`src/rtl/pool_pkg.sv`:
```
// Shared types and helpers for the streaming 2x2 max-pool + flatten stage.
package pool_pkg;

  localparam int unsigned DATA_W = 8;

  typedef enum logic [1:0] {
    IDLE   = 2'd0,
    ACTIVE = 2'd1,
    DONE   = 2'd2
  } pool_state_t;

  // Number of pooled values in one flattened frame.
  function automatic int unsigned pooled_count(input int unsigned channels,
                                               input int unsigned in_h,
                                               input int unsigned in_w);
    return (channels * in_h * in_w) / 4;
  endfunction

  // 8-bit signed maximum.
  function automatic logic signed [DATA_W-1:0] max8(input logic signed [DATA_W-1:0] a,
                                                    input logic signed [DATA_W-1:0] b);
    return (a > b) ? a : b;
  endfunction

endpackage

```
`src/rtl/pool_line_buffer.sv`:
```
// Horizontal-pair line buffer: synchronous write, registered read.
// The read is issued on the even column of an odd row so the row-above
// pair maximum is waiting in rdata_o when the odd column arrives.
module pool_line_buffer
  import pool_pkg::*;
#(
  parameter int unsigned DEPTH = 5,
  parameter int unsigned AW    = (DEPTH > 1) ? $clog2(DEPTH) : 1
) (
  input  logic                     clk,
  input  logic                     we_i,
  input  logic [AW-1:0]            waddr_i,
  input  logic signed [DATA_W-1:0] wdata_i,
  input  logic                     re_i,
  input  logic [AW-1:0]            raddr_i,
  output logic signed [DATA_W-1:0] rdata_o
);

  logic signed [DATA_W-1:0] mem_q [DEPTH];
  logic signed [DATA_W-1:0] rdata_q;

  // Storage write; contents are overwritten every even row, never cleared.
  always_ff @(posedge clk) begin
    if (we_i) begin
      mem_q[waddr_i] <= wdata_i;
    end
  end

  // Registered read; holds its value across input gaps.
  always_ff @(posedge clk) begin
    if (re_i) begin
      rdata_q <= mem_q[raddr_i];
    end
  end

  assign rdata_o = rdata_q;

endmodule

```
`src/rtl/maxpool_flatten_stream.sv`:
```
// Streaming 2x2/stride-2 signed max-pool feeding a flattened vector to the
// first FC layer. Optional ReLU folding is enabled by defining POOL_RELU_EN.
module maxpool_flatten_stream
  import pool_pkg::*;
#(
  parameter int unsigned CHANNELS = 16,
  parameter int unsigned IN_H     = 10,
  parameter int unsigned IN_W     = 10
) (
  input  logic                     clk,
  input  logic                     rst,
  input  logic signed [DATA_W-1:0] data_in,
  input  logic                     data_valid_in,
  output logic signed [DATA_W-1:0] data_out,
  output logic                     data_valid_out,
  output logic                     done
);

  localparam int unsigned TOTAL    = pooled_count(CHANNELS, IN_H, IN_W);
  localparam int unsigned COL_W    = (IN_W > 1) ? $clog2(IN_W) : 1;
  localparam int unsigned ROW_W    = (IN_H > 1) ? $clog2(IN_H) : 1;
  localparam int unsigned CH_W     = (CHANNELS > 1) ? $clog2(CHANNELS) : 1;
  localparam int unsigned CNT_W    = (TOTAL > 1) ? $clog2(TOTAL) : 1;
  localparam int unsigned LB_DEPTH = IN_W / 2;
  localparam int unsigned LB_AW    = (LB_DEPTH > 1) ? $clog2(LB_DEPTH) : 1;

  pool_state_t              state_q;
  logic [COL_W-1:0]         col_q;
  logic [ROW_W-1:0]         row_q;
  logic [CH_W-1:0]          ch_q;
  logic [CNT_W-1:0]         out_cnt_q;
  logic signed [DATA_W-1:0] h_q;
  logic signed [DATA_W-1:0] data_out_q;
  logic                     data_valid_out_q;
  logic                     done_q;

  logic                     accept_c;
  logic                     col_odd_c;
  logic                     row_odd_c;
  logic [LB_AW-1:0]         lb_addr_c;
  logic signed [DATA_W-1:0] lb_rdata;
  logic signed [DATA_W-1:0] pair_max_c;
  logic signed [DATA_W-1:0] pool_c;
  logic signed [DATA_W-1:0] pool_out_c;

  // Pixels arriving while DONE is shown are dropped.
  assign accept_c   = data_valid_in && (state_q != DONE);
  assign col_odd_c  = col_q[0];
  assign row_odd_c  = row_q[0];
  assign lb_addr_c  = LB_AW'(col_q >> 1);
  assign pair_max_c = max8(h_q, data_in);
  assign pool_c     = max8(lb_rdata, pair_max_c);

`ifdef POOL_RELU_EN
  assign pool_out_c = max8(pool_c, 8'sd0);
`else
  assign pool_out_c = pool_c;
`endif

  pool_line_buffer #(
    .DEPTH (LB_DEPTH),
    .AW    (LB_AW)
  ) u_line_buffer (
    .clk     (clk),
    .we_i    (accept_c && col_odd_c && !row_odd_c),
    .waddr_i (lb_addr_c),
    .wdata_i (pair_max_c),
    .re_i    (accept_c && !col_odd_c && row_odd_c),
    .raddr_i (lb_addr_c),
    .rdata_o (lb_rdata)
  );

  // Frame FSM, raster counters, horizontal latch and output registers.
  always_ff @(posedge clk or negedge rst) begin
    if (!rst) begin
      state_q          <= IDLE;
      col_q            <= '0;
      row_q            <= '0;
      ch_q             <= '0;
      out_cnt_q        <= '0;
      h_q              <= '0;
      data_out_q       <= '0;
      data_valid_out_q <= 1'b0;
      done_q           <= 1'b0;
    end else begin
      data_valid_out_q <= 1'b0;
      done_q           <= 1'b0;
      case (state_q)
        IDLE, ACTIVE: begin
          if (accept_c) begin
            state_q <= ACTIVE;
            if (!col_odd_c) begin
              h_q <= data_in;
            end
            if (col_q == COL_W'(IN_W - 1)) begin
              col_q <= '0;
              if (row_q == ROW_W'(IN_H - 1)) begin
                row_q <= '0;
                ch_q  <= (ch_q == CH_W'(CHANNELS - 1)) ? '0 : ch_q + 1'b1;
              end else begin
                row_q <= row_q + 1'b1;
              end
            end else begin
              col_q <= col_q + 1'b1;
            end
            if (row_odd_c && col_odd_c) begin
              data_out_q       <= pool_out_c;
              data_valid_out_q <= 1'b1;
              if (out_cnt_q == CNT_W'(TOTAL - 1)) begin
                out_cnt_q <= '0;
                state_q   <= DONE;
              end else begin
                out_cnt_q <= out_cnt_q + 1'b1;
              end
            end
          end
        end
        DONE: begin
          done_q    <= 1'b1;
          col_q     <= '0;
          row_q     <= '0;
          ch_q      <= '0;
          out_cnt_q <= '0;
          state_q   <= IDLE;
        end
        default: state_q <= IDLE;
      endcase
    end
  end

  assign data_out       = data_out_q;
  assign data_valid_out = data_valid_out_q;
  assign done           = done_q;

endmodule

```
`config.mk`:
```
export PLATFORM = sky130hd
export DESIGN_NAME = maxpool_flatten_stream
export DESIGN_NICKNAME = d
export VERILOG_FILES = /design/src/rtl/pool_pkg.sv /design/src/rtl/pool_line_buffer.sv /design/src/rtl/maxpool_flatten_stream.sv
export SDC_FILE = /design/constraint.sdc
export NUM_CORES = 1
export LEC_CHECK = 0
export CAP_MARGIN = 20
export CORE_MARGIN = 1.5
export CORE_UTILIZATION = 40
export DETAILED_ROUTE_END_ITERATION = 12
export PLACE_DENSITY = 0.6
export SLEW_MARGIN = 0
export SYNTH_ARGS = -nofsm -noshare
export SYNTH_HDL_FRONTEND = slang
export SYNTH_HIERARCHICAL = 1
export SYNTH_SLANG_ARGS = --single-unit
```
`constraint.sdc`:
```
create_clock -name clk -period 5.7 [get_ports clk]
set_input_delay 1.71 -clock clk [delete_from_list [all_inputs] [get_ports clk]]
set_output_delay 1.71 -clock clk [all_outputs]
set_load 0.01 [all_outputs]
```
Word-level counts from Yosys, hierarchy flattened
Memory sizes are Yosys's and may differ from the RTL's. A register that Yosys moved wholly into a read port is not among the register bits.
Cells that the tools add are included.
- flip-flop bits (word level): 37
- bits in writable memories: 40
- input bits: 11
- output and inout bits: 10
- logic and storage cells: 63
- memories kept: 1
- memories (name ; depth ; width ; read ports ; clocked after Yosys merged registers in ; wr ports ; RTL line ; RTL):
    u_line_buffer.mem_q ; 5 ; 8 ; 1 ; 1 ; 1 ; pool_line_buffer.sv:19 ; logic signed [DATA_W-1:0] mem_q [DEPTH];
- add/subtract/negate cells: 3
- $lt $le $gt $ge: 2
- eq/ne operators: 9
- multiplexer cells: 23
- bitwise gates (word level): 1
- reductions and logical operators: 16
- operators with widths (operator ; number):
    9-bit 2-to-1 mux ; 3
    4-bit 2-to-1 mux ; 5
    9-bit case mux with 2 select lines ; 1
    8-bit > comparator ; 2
    8-bit 2-to-1 mux ; 2
    4-bit case mux with 2 select lines ; 2
    3-bit AND reduction ; 4
    9-bit by 1-bit adder with 9-bit output (second input constant) ; 1
    9-bit == test (second input constant) ; 1
    4-bit by 1-bit adder with 4-bit output (second input constant) ; 2
    4-bit == test (second input constant) ; 2
    2-bit 2-to-1 mux ; 4
    2-bit != test (second input constant) ; 4
    1-bit logical AND ; 6
    1-bit 2-to-1 mux ; 6
    2-bit by 1-bit == test with 1-bit output (second input constant) ; 1
    2-bit == test (second input constant) ; 1
    1-bit logical NOT ; 2
    2-bit logical NOT ; 1
    2-bit AND reduction ; 1
    2-bit nonzero test ; 1
    2-bit OR reduction ; 1
    1-bit inverter ; 1

Depth between registers and ports, before layout
- depth in word-level cells: 6
- mapped depth: 14
- depth with buffers taken out: 14

Modules after synthesis
Netlist, hierarchy kept.
- modules (own cells, without submodules) (module ; times used ; cells an instance ; area each (um^2) ; seq. area each (um^2)):
    maxpool_flatten_stream ; 1 ; 234 ; 2203.4 ; 925.9
    pool_line_buffer ; 1 ; 102 ; 1854.3 ; 1441.4

Worst setup path before layout
OpenSTA, ideal clock, no wires.
- kind: input port to flip-flop
- start: input port data_in[7]
- end: register data_out_q[1], in the netlist data_out[1]
- setup time: 135 ps
- arrival time: 4508 ps
- data required time: 5565 ps
- slack: 1057 ps
- stages on the path: 14
- buffers on the path: 0
- cell sequence: inv_1 ha_1 nand4_1 o32ai_1 a31oi_1 a21oi_4 mux2_2 ha_1 nand3_1 o32a_1 a21oi_1 a31oi_1 nand2b_1 o211ai_1
- longest elaborated chain between the ends: 4
- ends and longest elaborated chain (element ; RTL line ; RTL):
    start: declaration ; maxpool_flatten_stream.sv:12 ; input logic signed [DATA_W-1:0] data_in,
    8-bit > comparator ; pool_pkg.sv:22 ; return (a > b) ? a : b;
    8-bit 2-to-1 mux ; pool_pkg.sv:22 ;
    named net pair_max_c[0] ; maxpool_flatten_stream.sv:42 ; logic signed [DATA_W-1:0] pair_max_c;
    8-bit > comparator ; pool_pkg.sv:22 ;
    8-bit 2-to-1 mux ; pool_pkg.sv:22 ;
    end signal: assignment ; maxpool_flatten_stream.sv:107 ; data_out_q <= pool_out_c;
    end: declaration ; maxpool_flatten_stream.sv:33 ; logic signed [DATA_W-1:0] data_out_q;
The timed path passes the listed nets, and every way through them passes these cells.
A chain may end at the register's enable or synchronous reset.

Worst setup path after layout
- start: input port data_in[6]
- end: register data_out_q[4], in the netlist data_out[4]
- longest elaborated chain between the ends: 4
- ends and longest elaborated chain (element ; RTL line):
    8-bit > comparator ; pool_pkg.sv:22
    8-bit 2-to-1 mux (*) ; pool_pkg.sv:22
    8-bit > comparator ; pool_pkg.sv:22
    8-bit 2-to-1 mux (*) ; pool_pkg.sv:22
Every way passes the cells marked *; elsewhere a longest branch is shown, timed or not.

==> PnR_summary.wiki <==
{| class="wikitable"
! Metric !! Value
|-
| Outcome || finished clean
|-
| Number of routed nets with antenna violations || 0
|-
| Core Region || 9820 um^2
|-
| Library cell used as clock root buffer || clkbuf_8
|-
| CTS tree || done
|-
| Net count, final || 397
|-
| Chip Width || 104 um
|-
| Clock latency on the worst-skew pair || 360 ps
|-
| RePlAce Congestion || 0.852
|-
| Count of antenna diodes in the layout || 0
|-
| YS warnings || 6
|-
| Number of pins with negative max-slew slack in the final report || 0
|-
| Maximum fanout encountered on the critical timing path || 10
|-
| Overall die area || 10800 um^2
|-
| Count of maximum capacitance violations || 0
|-
| Combinational family with the most area after synthesis || simple AND/OR/NAND/NOR gates
|-
| Kind of start point of the critical path || primary input
|-
| Clock buffers created by TritonCTS || 9
|-
| Total nets after synthesis || 368
|-
| DRC Markers || 0
|-
| Total Negative Setup Slacks || 0 ps
|-
| Min setup slack post-route || around 490 ps
|-
| Worst path required time || 5940 ps
|-
| Total Routed Length || around 7300 um
|-
| Average instance area after synthesis || 12.1 um^2
|-
| Number of stages on the worst hold path || 1
|-
| Period minus WS final || 5210 ps
|-
| Final setup violation count || 0
|-
| Initial antenna violation count || 0
|-
| I/O pin count || 21
|-
| Yosys top cell area share || 0.355
|-
| Transition time of the tightest slew-check pin || approximately 860 ps
|-
| Standby leakage power || 1.87 nW
|-
| Largest stage delay, worst path || 520 ps
|-
| Library cell contributing the largest single delay on the critical path || a31oi_1
|-
| Count of vias placed by the detailed router || 2542
|-
| CP Cell Sequence || clkdlybuf4s50_1 > inv_1 > ha_1 > nand4_1 > o32ai_1 > a31oi_1 > a21oi_4 > mux2i_1 > ha_1 > nand4_1 > o32a_1 > a21oi_1 > a31oi_1 > nand2b_1 > o211ai_1
|-
| Global-route wire length before repair || roughly 13000 um
|-
| #FFs+latches synth || 85
|-
| Switching portion of total power || 0.341
|-
| Critical Path End || data_out[4]
|-
| Leading register cell type out of synthesis || edfxtp_1
|-
| Gate power share || 0.334
|-
| Final hold violation count || 0
|-
| Fraction of synthesized area in multiplexers || 0.0617
|-
| Overall power consumption || 0.00201 W
|-
| Global-route total usage across every layer || 0.151
|-
| Library cells used by synthesis || 45
|-
| Library cell occupying the most area in the post-synthesis netlist || edfxtp_1
|-
| Reg clk slew, reported paths || 90 ps
|-
| Critical Path AT || 5450 ps
|-
| RSZ-0062 raised after global routing || no
|-
| Family of cells with the greatest summed delay on the critical path || compound AO/OA/AOI/OAI gates
|-
| Ratio of routed vias to standard cells || ~5
|-
| Startpoint-to-endpoint class of the critical path || primary input to register
|-
| Crit path from || data_in[6]
|-
| Mapped Cells || 336
|-
| Fraction of layout cells with a size suffix above 1 || 0.111
|-
| Relative max-transition margin || 0.424
|-
| Post-placement worst setup slack || 71.5 ps
|-
| Vias in the first global route || 2530
|-
| Cell depth of the worst setup path || 15
|-
| Power per cell area || 435 nW/um^2
|-
| XOR/XNOR Fraction of Synth Area || 0.0151
|-
| Cell-internal power || between 0.001 and 0.0015 W
|-
| Post-route clock skew || 5.50 ps
|-
| Worst IR Drop VDD || between 0.1 and 0.15 mV
|-
| Worst setup EP type || register
|-
| Top achievable clock speed || 0.192 GHz
|-
| Reg2Reg Launch Point || h_q[7]
|-
| Synthesized area || 4060 um^2
|-
| Number of buffers between clock root and the deepest sink || 2
|-
| Largest net degree at the start of global routing || 38
|-
| Total congestion overflow after global routing || 0
|-
| Starting density of the core || 0.413
|-
| Class of the most critical hold timing path || register to register
|-
| Largest cells by area after synthesis || edfxtp_1 36%, dfrtp_1 23%, ha_1 6.5%
|-
| HPWL after detailed placement || 5250 um
|-
| Hold_ws || 492 ps
|-
| Iteration count of the initial detailed-routing pass || 4
|-
| Routed wire per std cell || 14.6 um
|-
| Cts repair resizes || 0
|-
| I/O Buffers || 20
|-
| Row count || 36
|-
| Cts-stage hold buffer count || 0
|-
| Share of the yosys chip area belonging to registers || 0.583
|-
| Fraction of the mapped netlist area in compound gates || 0.104
|-
| Chip height || 104 um
|-
| Number of post-CTS setup repair buffers || 0
|-
| Endpoint of the worst register-to-register path || data_out[4]
|-
| Number of buffers and inverters on the critical path || 2
|-
| Starting DRC count in detailed routing || roughly 120
|-
| Worst reg2reg setup slack || 1970 ps
|-
| Area growth from synthesis to layout || 13.7%
|-
| Fraction of registers with async set/reset || 0.435
|-
| Simple logic cell fraction of the synthesized area || 0.126
|-
| Fraction of power consumed by the clock network || 0.215
|-
| Maximum level of the CTS H-tree || 3
|-
| Period utilisation layout || 0.915
|-
| Filler instances || 922
|-
| Net switching power || 0.000685 W
|-
| Post-synthesis adder-cell area fraction || 0.0648
|-
| Register-to-Register Path Depth || 13
|-
| Count of flip-flops with a built-in enable after synthesis || 48
|-
| Sequential group share of total power || 0.451
|-
| Sink count of the clock tree || 85
|}
-- through the flow --
stage	std cells	utilization	cell area, um^2
floorplan	336	-	4060
global placement	487	0.450	4410
detailed placement	487	0.450	4410
CTS	503	0.470	4610
global route	503	0.470	4610
finish	503	0.470	4610
-- synth_stat cells (5+ instances only) --
cell      instances
o21ai_0          11
edfxtp_1         48
inv_1            32
o31ai_1           6
mux2_2            8
nor2_1           20
dfrtp_1          37
xor2_1            6
nor2b_1           8
mux2i_1          16
and3_1            5
ha_1             21
a21oi_1           8
nand2_1          25
nand3_1          19
a211oi_1          7
o211ai_1          8
a221oi_1          7
-- cell type report --
type	instances	area, um^2	area share
Sequential cell	85	2370	0.513
Clock inverter	6	71.3	0.0155
Timing Repair Buffer	27	248	0.0537
Multi-Input combinational cell	210	1510	0.328
Inverter	32	120	0.0260
Tap cell	133	166	0.0361
Clock buffer	10	128	0.0277
-- state kept, by name, summed over array words and instances, names as in the netlist --
name / count
u_line_buffer/mem_q: 40
done: 1
u_line_buffer/rdata_o: 8
col_q: 4
data_out: 8
h_q: 8
row_q: 4
state_q: 2
data_valid_out: 1
out_cnt_q: 9
-- cell usage in the layout (no fill, tap or decap), types with 8 or more instances in the layout --
| master | count |
|---|---|
| mux2i_1 | 16 |
| nor2_1 | 20 |
| o21ai_0 | 11 |
| o211ai_1 | 8 |
| clkdlybuf4s50_1 | 19 |
| inv_1 | 32 |
| clkbuf_8 | 9 |
| ha_1 | 21 |
| nand3_1 | 19 |
| mux2_2 | 8 |
| nand2_1 | 25 |
| a21oi_1 | 8 |
| edfxtp_1 | 48 |
| dfrtp_1 | 37 |
| nor2b_1 | 8 |
-- how the worst min path moves through the flow --
stage	from	to
after detailed placement	state_q[1]	state_q[0]
after CTS	state_q[1]	state_q[0]
after global routing	state_q[1]	state_q[0]
after floorplan	state_q[1]	state_q[0]
after global placement	state_q[1]	state_q[0]
final	state_q[1]	state_q[0]
-- routing by layer --
metal / track usage / vias to the layer above / share of wire
met5: 0 / - / 0
met4: 0.0556 / 0 / 0.013
met3: 0.0491 / 7 / 0.042
met2: 0.224 / 40 / 0.44
met1: 0.206 / 1217 / 0.50
li1: - / 1278 / -
-- logic make-up after synthesis --
family | count (synthesis)
DFF | 85
AOI/OAI and AO/OA | 58
muxes | 24
adders and majority gates | 21
buffers and inverters | 41
and+or+nand+nor | 100
xor gates and xnor gates | 7
-- power by group through the flow --
| stage | registers, W | clock network (W) | logic [W] |
|---|---|---|---|
| 2_1_floorplan | 0.000911 | 0 | 0.000469 |
| 3_3_place_gp | 0.000919 | 0 | 0.000666 |
| 3_5_place_dp | 0.000920 | 0 | 0.000679 |
| 4_1_cts | 0.000907 | 0.000443 | 0.000681 |
| 5_1_grt | 0.000924 | 0.000468 | 0.000761 |
| 6_report | 0.000906 | 0.000431 | 0.000671 |
Note: power is estimated with default switching activity, not from simulation.
